==> src/rtl/signed_div_pkg.sv <==
`default_nettype none
// ============================================================================
// Module   : signed_div_pkg
// Brief    : Shared constants, state encoding and helpers for the signed
//            8-bit iterative divider.
// Revision : 1.0 - initial release
// ============================================================================
package signed_div_pkg;

    localparam int WIDTH = 8;
    localparam int STEPS = 8;

    localparam logic [WIDTH-1:0] Q_DIV0 = 8'hFF;

    localparam logic [1:0] IDLE = 2'd0;
    localparam logic [1:0] CALC = 2'd1;
    localparam logic [1:0] SIGN = 2'd2;

    // Two's-complement negation; -8'h80 stays 8'h80.
    function automatic logic [WIDTH-1:0] twos_neg(input logic [WIDTH-1:0] x);
        return ~x + {{(WIDTH-1){1'b0}}, 1'b1};
    endfunction

endpackage
`default_nettype wire

==> src/rtl/ripple_carry_adder.sv <==
`default_nettype none
// ============================================================================
// Module   : ripple_carry_adder
// Brief    : Parameterised ripple-carry adder with carry in/out.
// Revision : 1.0 - initial release
// ============================================================================
module ripple_carry_adder #(
    parameter int WIDTH = 8
) (
    input  logic [WIDTH-1:0] a,
    input  logic [WIDTH-1:0] b,
    input  logic             cin,
    output logic [WIDTH-1:0] s,
    output logic             cout
);

    logic [WIDTH:0] w_c;

    assign w_c[0] = cin;

    for (genvar i = 0; i < WIDTH; i++) begin : g_bit
        assign s[i]     = a[i] ^ b[i] ^ w_c[i];
        assign w_c[i+1] = (a[i] & b[i]) | (w_c[i] & (a[i] ^ b[i]));
    end

    assign cout = w_c[WIDTH];

endmodule
`default_nettype wire

==> src/rtl/signed_8bit_divider.sv <==
`default_nettype none
// ============================================================================
// Module   : signed_8bit_divider
// Brief    : Iterative signed divider, restoring division on magnitudes with a
//            final sign-correction cycle; truncates toward zero.
// Revision : 1.0 - initial release
// ============================================================================
module signed_8bit_divider #(
    parameter int WIDTH = 8
) (
    input  logic             clk,
    input  logic             rst,
    input  logic             start,
    input  logic [WIDTH-1:0] dividend,
    input  logic [WIDTH-1:0] divisor,
    output logic             busy,
    output logic             done,
    output logic [WIDTH-1:0] quotient,
    output logic [WIDTH-1:0] remainder,
    output logic             div_by_zero,
    output logic             overflow
);

    import signed_div_pkg::*;

    localparam logic [2:0] c_LAST = 3'(STEPS - 1);

    logic [1:0]       r_state;
    logic [1:0]       w_state_nxt;
    logic [WIDTH-1:0] r_dmag;
    logic [WIDTH-1:0] r_dq;
    logic [WIDTH-1:0] r_rem;
    logic [WIDTH-1:0] r_zdvd;
    logic [2:0]       r_cnt;
    logic             r_neg_q;
    logic             r_neg_r;
    logic             r_ovf_pend;
    logic             r_zero_pend;

    logic             w_accept;
    logic             w_div0;
    logic [WIDTH-1:0] w_dvd_mag;
    logic [WIDTH-1:0] w_dvs_mag;
    logic [WIDTH-1:0] w_s;
    logic [WIDTH-1:0] w_diff;
    logic             w_nob;

    // A zero-divisor result is still in flight while r_zero_pend is set,
    // so a new request is held off for that one cycle.
    assign w_accept  = start && (r_state == IDLE) && !r_zero_pend;
    assign w_div0    = (divisor == '0);
    assign w_dvd_mag = dividend[WIDTH-1] ? twos_neg(dividend) : dividend;
    assign w_dvs_mag = divisor[WIDTH-1]  ? twos_neg(divisor)  : divisor;
    assign w_s       = {r_rem[WIDTH-2:0], r_dq[WIDTH-1]};
    assign busy      = (r_state == CALC) || (r_state == SIGN);

    ripple_carry_adder #(
        .WIDTH (WIDTH)
    ) u_trial_sub (
        .a    (w_s),
        .b    (~r_dmag),
        .cin  (1'b1),
        .s    (w_diff),
        .cout (w_nob)
    );

    always_ff @(posedge clk) begin
        if (rst) begin
            r_state <= IDLE;
        end else begin
            r_state <= w_state_nxt;
        end
    end

    always_comb begin
        w_state_nxt = r_state;
        case (r_state)
            IDLE:    if (w_accept && !w_div0) w_state_nxt = CALC;
            CALC:    if (r_cnt == c_LAST) w_state_nxt = SIGN;
            SIGN:    w_state_nxt = IDLE;
            default: w_state_nxt = IDLE;
        endcase
    end

    always_ff @(posedge clk) begin
        if (rst) begin
            r_dmag      <= '0;
            r_dq        <= '0;
            r_rem       <= '0;
            r_zdvd      <= '0;
            r_cnt       <= '0;
            r_neg_q     <= 1'b0;
            r_neg_r     <= 1'b0;
            r_ovf_pend  <= 1'b0;
            r_zero_pend <= 1'b0;
            done        <= 1'b0;
            quotient    <= '0;
            remainder   <= '0;
            div_by_zero <= 1'b0;
            overflow    <= 1'b0;
        end else begin
            done <= 1'b0;

            if (r_zero_pend) begin
                r_zero_pend <= 1'b0;
                quotient    <= Q_DIV0;
                remainder   <= r_zdvd;
                div_by_zero <= 1'b1;
                overflow    <= 1'b0;
                done        <= 1'b1;
            end

            case (r_state)
                IDLE: begin
                    if (w_accept) begin
                        div_by_zero <= 1'b0;
                        overflow    <= 1'b0;
                        if (w_div0) begin
                            r_zero_pend <= 1'b1;
                            r_zdvd      <= dividend;
                        end else begin
                            r_dmag     <= w_dvs_mag;
                            r_dq       <= w_dvd_mag;
                            r_rem      <= '0;
                            r_cnt      <= '0;
                            r_neg_q    <= dividend[WIDTH-1] ^ divisor[WIDTH-1];
                            r_neg_r    <= dividend[WIDTH-1];
                            r_ovf_pend <= (dividend == 8'h80) && (divisor == 8'hFF);
                        end
                    end
                end
                CALC: begin
                    // Carry out of S + ~|divisor| + 1 means no borrow.
                    r_rem <= w_nob ? w_diff : w_s;
                    r_dq  <= {r_dq[WIDTH-2:0], w_nob};
                    r_cnt <= r_cnt + 3'd1;
                end
                SIGN: begin
                    quotient  <= r_neg_q ? twos_neg(r_dq)  : r_dq;
                    remainder <= r_neg_r ? twos_neg(r_rem) : r_rem;
                    overflow  <= r_ovf_pend;
                    done      <= 1'b1;
                end
                default: ;
            endcase
        end
    end

endmodule
`default_nettype wire

==> config.mk <==
export PLATFORM = sky130hd
export DESIGN_NAME = signed_8bit_divider
export DESIGN_NICKNAME = d
export VERILOG_FILES = /design/src/rtl/signed_div_pkg.sv /design/src/rtl/ripple_carry_adder.sv /design/src/rtl/signed_8bit_divider.sv
export SDC_FILE = /design/constraint.sdc
export NUM_CORES = 1
export LEC_CHECK = 0
export CORE_MARGIN = 4
export CORE_UTILIZATION = 50
export DETAILED_ROUTE_END_ITERATION = 8
export PLACE_DENSITY = 0.72
export SETUP_SLACK_MARGIN = 0.1
export SYNTH_ARGS = -nofsm -noshare
export SYNTH_HDL_FRONTEND = slang
export SYNTH_HIERARCHICAL = 1
export SYNTH_SLANG_ARGS = --single-unit
==> constraint.sdc <==
create_clock -name clk -period 4.6 [get_ports clk]
set_input_delay 0.46 -clock clk [delete_from_list [all_inputs] [get_ports clk]]
set_output_delay 0.46 -clock clk [all_outputs]
set_load 0.005 [all_outputs]
# After elaboration in Yosys (flattened, before gate mapping)

Index checks and enable logic that the tools add are counted.

Add/subtract/negate cells: 5
Equal/unequal tests: 9
Mux-type cells: 30
Bitwise gates (word level): 48
Reduce and logical (&&, ||, !) cells: 16

Operators with widths:

| cell                                                | number |
|---|---|
| two-way mux 8 bit                                   | 13 |
| NOT 8 bit                                           | 5 |
| adder 8 x 1 -> 8 bit, second input constant         | 4 |
| case mux 8 bit (2 select lines)                     | 2 |
| equality test 8 bit, second input constant          | 2 |
| XOR 1 bit                                           | 16 |
| AND 1 bit                                           | 15 |
| AND reduction 3 bit                                 | 3 |
| zero test 8 bit                                     | 1 |
| two-way mux 1 bit                                   | 8 |
| bitwise OR 1 bit                                    | 8 |
| two-way mux 3 bit                                   | 2 |
| case mux 3 bit (2 select lines)                     | 1 |
| logical AND 1 bit                                   | 4 |
| two-way mux 2 bit                                   | 2 |
| != test 2 x 1 -> 1 bit, second input constant       | 2 |
| != test 2 bit, second input constant                | 2 |
| NOT 1 bit                                           | 4 |
| case mux 2 bit (2 select lines)                     | 1 |
| nonzero test 2 bit                                  | 2 |
| adder 3 x 1 -> 3 bit, second input constant         | 1 |
| equality test 3 bit, second input constant          | 1 |
| OR reduction 3 bit                                  | 1 |
| equality test 2 x 1 -> 1 bit, second input constant | 1 |
| 6 further kinds                                     | 7 |

Register bits: 60
Bits of input ports: 19

# Depth between registers and ports, before layout

Word-level depth: 19
Gate-level depth with buffers: 18
Gate-level depth less buffers: 17

# Modules after synthesis

The synthesis kept the hierarchy.

Modules (own cells, without submodules):

| module              | instances | cells each | area an instance (um2) |
|---|---|---|---|
| signed_8bit_divider | 1         | 376        | 3178.0 |
| ripple_carry_adder  | 1         | 18         | 197.7 |

# Worst setup path before layout

Ideal clock, no wire load.

Kind: register to register
Start: reg r_dq[7]
End: reg r_rem[3]
Library setup time: 128 ps
Arrival: 3810 ps
Required time: 4472 ps
Slack: 662 ps
Stages on the path, launching flop included: 17
Path through: dfxtp_1 -> fa_1 -> inv_1 -> fa_1 -> inv_1 -> fa_1 -> fa_1 -> fa_1 -> fa_1 -> fa_1 -> inv_1 -> fa_1 -> inv_1 -> clkbuf_1 -> mux2_2 -> a32oi_1 -> nor2_1

Longest elaborated chain between the ends: 18
Elaborated cells between the ends (all ways): 20
Those cells by class: mux (2); bitwise (18)

Ends and longest elaborated chain:

| element                                | line                       | source |
|---|---|---|
| start, declared                        | signed_8bit_divider.sv:31  | `logic [WIDTH-1:0] r_dq;` |
| start signal, assigned                 | signed_8bit_divider.sv:123 | `r_dq <= w_dvd_mag;` |
| start signal, assigned                 | signed_8bit_divider.sv:135 | `r_dq <= {r_dq[WIDTH-2:0], w_nob};` |
| AND 1 bit or XOR 1 bit (tied branches) | ripple_carry_adder.sv:23   | `assign w_c[i+1] = (a[i] & b[i]) \| (w_c[i] & (a[i] ^ b[i]));` |
| bitwise OR 1 bit *                     | ripple_carry_adder.sv:23   |  |
| AND 1 bit *                            | ripple_carry_adder.sv:23   |  |
| bitwise OR 1 bit *                     | ripple_carry_adder.sv:23   |  |
| AND 1 bit *                            | ripple_carry_adder.sv:23   |  |
| bitwise OR 1 bit *                     | ripple_carry_adder.sv:23   |  |
| AND 1 bit *                            | ripple_carry_adder.sv:23   |  |
| bitwise OR 1 bit *                     | ripple_carry_adder.sv:23   |  |
| [3 not listed]                         | -                          |  |
| bitwise OR 1 bit *                     | ripple_carry_adder.sv:23   |  |
| AND 1 bit *                            | ripple_carry_adder.sv:23   |  |
| bitwise OR 1 bit *                     | ripple_carry_adder.sv:23   |  |
| AND 1 bit *                            | ripple_carry_adder.sv:23   |  |
| bitwise OR 1 bit *                     | ripple_carry_adder.sv:23   |  |
| net w_nob                              | signed_8bit_divider.sv:46  | `logic w_nob;` |
| two-way mux 8 bit *                    | signed_8bit_divider.sv:134 | `r_rem <= w_nob ? w_diff : w_s;` |
| case mux 8 bit (2 select lines) *      | signed_8bit_divider.sv:113 | `case (r_state)` |
| end signal, assigned                   | signed_8bit_divider.sv:134 |  |
| end, declared                          | signed_8bit_divider.sv:32  | `logic [WIDTH-1:0] r_rem;` |

The timed path passes the listed nets; every way through them passes the cells marked *.
A chain may end at the register's enable or synchronous reset.

# Worst setup path after layout

Start: reg r_dmag[0]
End: reg r_rem[0]

Longest elaborated chain between the ends: 19
Elaborated cells between the ends (all ways): 21
Those cells by class: mux (2); bitwise (19)

Ends and longest elaborated chain:

| element                                | line                       | source |
|---|---|---|
| start, declared                        | signed_8bit_divider.sv:30  | `logic [WIDTH-1:0] r_dmag;` |
| start signal, assigned                 | signed_8bit_divider.sv:122 | `r_dmag <= w_dvs_mag;` |
| NOT 8 bit *                            | signed_8bit_divider.sv:61  | `.b (~r_dmag),` |
| AND 1 bit or XOR 1 bit (tied branches) | ripple_carry_adder.sv:23   |  |
| bitwise OR 1 bit *                     | ripple_carry_adder.sv:23   |  |
| AND 1 bit *                            | ripple_carry_adder.sv:23   |  |
| bitwise OR 1 bit *                     | ripple_carry_adder.sv:23   |  |
| AND 1 bit *                            | ripple_carry_adder.sv:23   |  |
| bitwise OR 1 bit *                     | ripple_carry_adder.sv:23   |  |
| AND 1 bit *                            | ripple_carry_adder.sv:23   |  |
| [4 not listed]                         | -                          |  |
| bitwise OR 1 bit *                     | ripple_carry_adder.sv:23   |  |
| AND 1 bit *                            | ripple_carry_adder.sv:23   |  |
| bitwise OR 1 bit *                     | ripple_carry_adder.sv:23   |  |
| AND 1 bit *                            | ripple_carry_adder.sv:23   |  |
| bitwise OR 1 bit *                     | ripple_carry_adder.sv:23   |  |
| net w_nob                              | signed_8bit_divider.sv:46  |  |
| two-way mux 8 bit *                    | signed_8bit_divider.sv:134 |  |
| case mux 8 bit (2 select lines) *      | signed_8bit_divider.sv:113 |  |

Marks and branches as above.

==> impl_metrics.json <==
{
  "io-pin-count": 39,
  "cts.root.buffer_cell": "clkbuf_8",
  "core.rowCount": 29,
  "dominantRegCellSynth": "dfxtp_1",
  "synth-edff-count": 0,
  "criticalPathCategory": "flop to flop",
  "timing_worst_slew_pin_value_ps": 1190,
  "worst_ep_required_time_ps": 4780,
  "crit_path_cell_trace": "inv_1 -> fa_1 -> inv_1 -> fa_1 -> inv_1 -> fa_1 -> fa_1 -> fa_1 -> fa_1 -> fa_1 -> inv_1 -> fa_1 -> inv_1 -> mux2_2 -> a32oi_1 -> nor2_1",
  "place.detailed.hpwl_um": 5220,
  "timing.max_slew.rel_slack": 0.203,
  "yosysWarnings": 6,
  "layout.cells.non_filler": 498,
  "worstSetupEndpointType": "flop",
  "final_cell_mix": "dfxtp_1, nand2_1, clkdlybuf4s50_1",
  "drc_errors": 0,
  "drtIter0Drc": 143,
  "route.final.wire_length_um": 7510,
  "fp.coreArea_sq_um": 6460,
  "groute.usage.overall": 0.197,
  "max-cap-violations": 0,
  "clockBufferDepth": 2,
  "run_status": "finished clean",
  "met2_wirelength_um": 3450,
  "ff_latch_area_sq_um": 1200,
  "dieWidth_um": 90.2,
  "synthesis.instances": 394,
  "multi_input_area_sq_um": 1900,
  "vdd_ir_max_mv": 0.160,
  "crit_slowest_cell": "fa_1",
  "rsz0062_at_grt": "false",
  "mostFrequentLayoutCell": "dfxtp_1",
  "n_antenna_cell": 0,
  "met1_length_um": 3670,
  "port-buffer-count": 38,
  "global_route_wire_length_before_repair_um": 13200,
  "timing.final.setup_violations": 0,
  "totalNegativeSetupSlack_ps": 0,
  "clock_slew_at_the_register_clock_pins_of_the_worst_setup_and_hold_paths_ps": 70,
  "syn-cell-area_sq_um": 3380,
  "vias": 2786,
  "initial_core_util": 0.523,
  "timing.hold.worst.class": "flop to flop",
  "grt_start_max_net_pins": 61,
  "critPathMostFrequentCell": "fa_1",
  "antenna_found_initial": 0,
  "pwr_density_cell_nw_per_um2": 326,
  "route.detailed.vias_per_inst": 5.59,
  "tritoncts_clock_tree": "built",
  "timing.critical_path.fanout_max": 11,
  "max_clock_freq_mhz": 243,
  "ys_async_sr_fraction": 0,
  "htree_levels": 3,
  "clock_buffers_created_by_tritoncts": 9,
  "final_routed_wire_length_divided_by_cell_count_um": 15.1,
  "synth.avg_cell_area_sq_um": 8.57,
  "timing.final.crit_period_ps": 4110,
  "setup.worst_path.start": "r_dmag[0]$_SDFFE_PP0P_",
  "post_route_cells_drive_above_1_share": 0.0760,
  "clk_latency_ps": 340,
  "syn-num-nets": 431,
  "drt_first_pass_iters": 4,
  "post-cts-setup-buffers": 0,
  "slowest_delay_ps": 390,
  "post-place-cells": 482,
  "layout_worst_path_cycle_share": 0.895,
  "routed_length_on_met3_um": 319,
  "area_growth_pct": 15.4,
  "die_area_sq_um": 8130,
  "nFillCells": 574,
  "cts_resized": 0,
  "drt.antenna.violating_nets": 0,
  "leakagePower_uw": 0.00143,
  "arrival_time_at_the_worst_endpoint_ps": 4290,
  "route.top_layer_used": "met4",
  "holdBufCountCts": 0,
  "max_slew_violations": 0,
  "grt_overflow_total": 0,
  "number_of_register_bits_inferred_by_synthesis": 60,
  "synth_seq_area_share": 0.356,
  "gpl.final_weighted_congestion": 0.795,
  "netlist-cell-type-count": 47,
  "cts_sinks": 60,
  "rr_startpoint": "r_dmag[0]$_SDFFE_PP0P_",
  "finalHoldViolCount": 0,
  "clock_skews_ps": 5.58,
  "chipHeight_um": 90.2,
  "min-delay-start": "r_zdvd[2]$_SDFFE_PP0P_",
  "finish.net_count": 453,
  "critPathLaunchType": "flop",
  "number_of_global_route_vias_before_repair": 2632
}
-- flip-flops by register name (all words and copies together), names as in the netlist --
| signal | flops |
|---|---|
| r_zero_pend | 1 |
| done | 1 |
| overflow | 1 |
| r_zdvd | 8 |
| quotient | 8 |
| r_neg_q | 1 |
| r_dq | 8 |
| r_rem | 8 |
| r_neg_r | 1 |
| r_state | 2 |
| div_by_zero | 1 |
| r_ovf_pend | 1 |
| remainder | 8 |
| r_cnt | 3 |
| r_dmag | 8 |
-- Yosys cell counts (9+ instances only) --
cell	n	share of area
nor2b_1	10	0.019
a211oi_1	32	0.071
mux2i_1	9	0.027
ha_1	10	0.037
nor2_1	26	0.029
clkbuf_1	14	0.016
xor2_1	14	0.036
a21oi_1	27	0.040
o21ai_0	9	0.013
nor3_1	10	0.015
dfxtp_1	60	0.36
nand2_1	43	0.048
inv_1	33	0.037
xnor2_1	9	0.023
-- final cells by class --
class                   count  area share
clock inverters             7      0.0173
clock buffers               9      0.0318
repair buffers             39      0.0983
inverters                  33      0.0318
well taps                  77      0.0247
multi-input cells         273       0.488
flip-flops and latches     60       0.308
-- worst max-delay path: cells and delay by family, from the launching register on --
kind / cells / cell delay (ps)
muxes: 1 / 320
AOI/OAI and AO/OA: 1 / 190
adders and majority gates: 8 / 2610
and+or+nand+nor: 1 / 60
buffers and inverters: 5 / 420
DFF: 1 / 350
-- through the flow --
step	setup WS, ps	hold WS, ps	cell area (sq um)	total power (uW)	utilization
after floorplan	662	432	3380	748	-
after global placement	629	441	3700	806	0.574
after detailed placement	525	445	3700	814	0.574
after CTS	492	455	3900	1280	0.603
after global routing	257	471	3900	1340	0.603
final	485	454	3900	1270	0.603
-- where the power goes --
part	leakage [uW]	total, uW	switching (uW)	internal (uW)
sequential	0.000487	563	22.9	540
clock	0.0000910	467	220	247
combinational	0.000850	241	141	99.8
total	0.00143	1270	384	887
-- per-layer routing --
metal	GRT usage	vias to the layer above
li1	-	1412
met1	0.280	1301
met2	0.303	65
met3	0.0442	8
met4	0.0485	0
met5	0	-
-- path summary, 6_finish.rpt --
check | to | slack, ps | cells after the start
setup / recovery | r_rem[0]$_SDFFE_PP0P_ | 490 | 16
hold / removal | r_zdvd[2]$_SDFFE_PP0P_ | 450 | 2
setup reg to reg | r_rem[0]$_SDFFE_PP0P_ | 490 | 16
hold reg to reg | r_zdvd[2]$_SDFFE_PP0P_ | 450 | 2
-- cell families (layout without fill, tap and decap cells) --
family	count (synthesis)	count (layout)	share of synthesized area
AOI/OAI and AO/OA	95	95	0.187
xor gates and xnor gates	23	23	0.0597
adders and majority gates	18	18	0.0845
buffers and inverters	61	88	0.0812
DFF	60	60	0.356
muxes	15	15	0.0467
other	1	1	0.00111
and+or+nand+nor	121	121	0.184
Note: power is estimated with default switching activity, not from simulation.
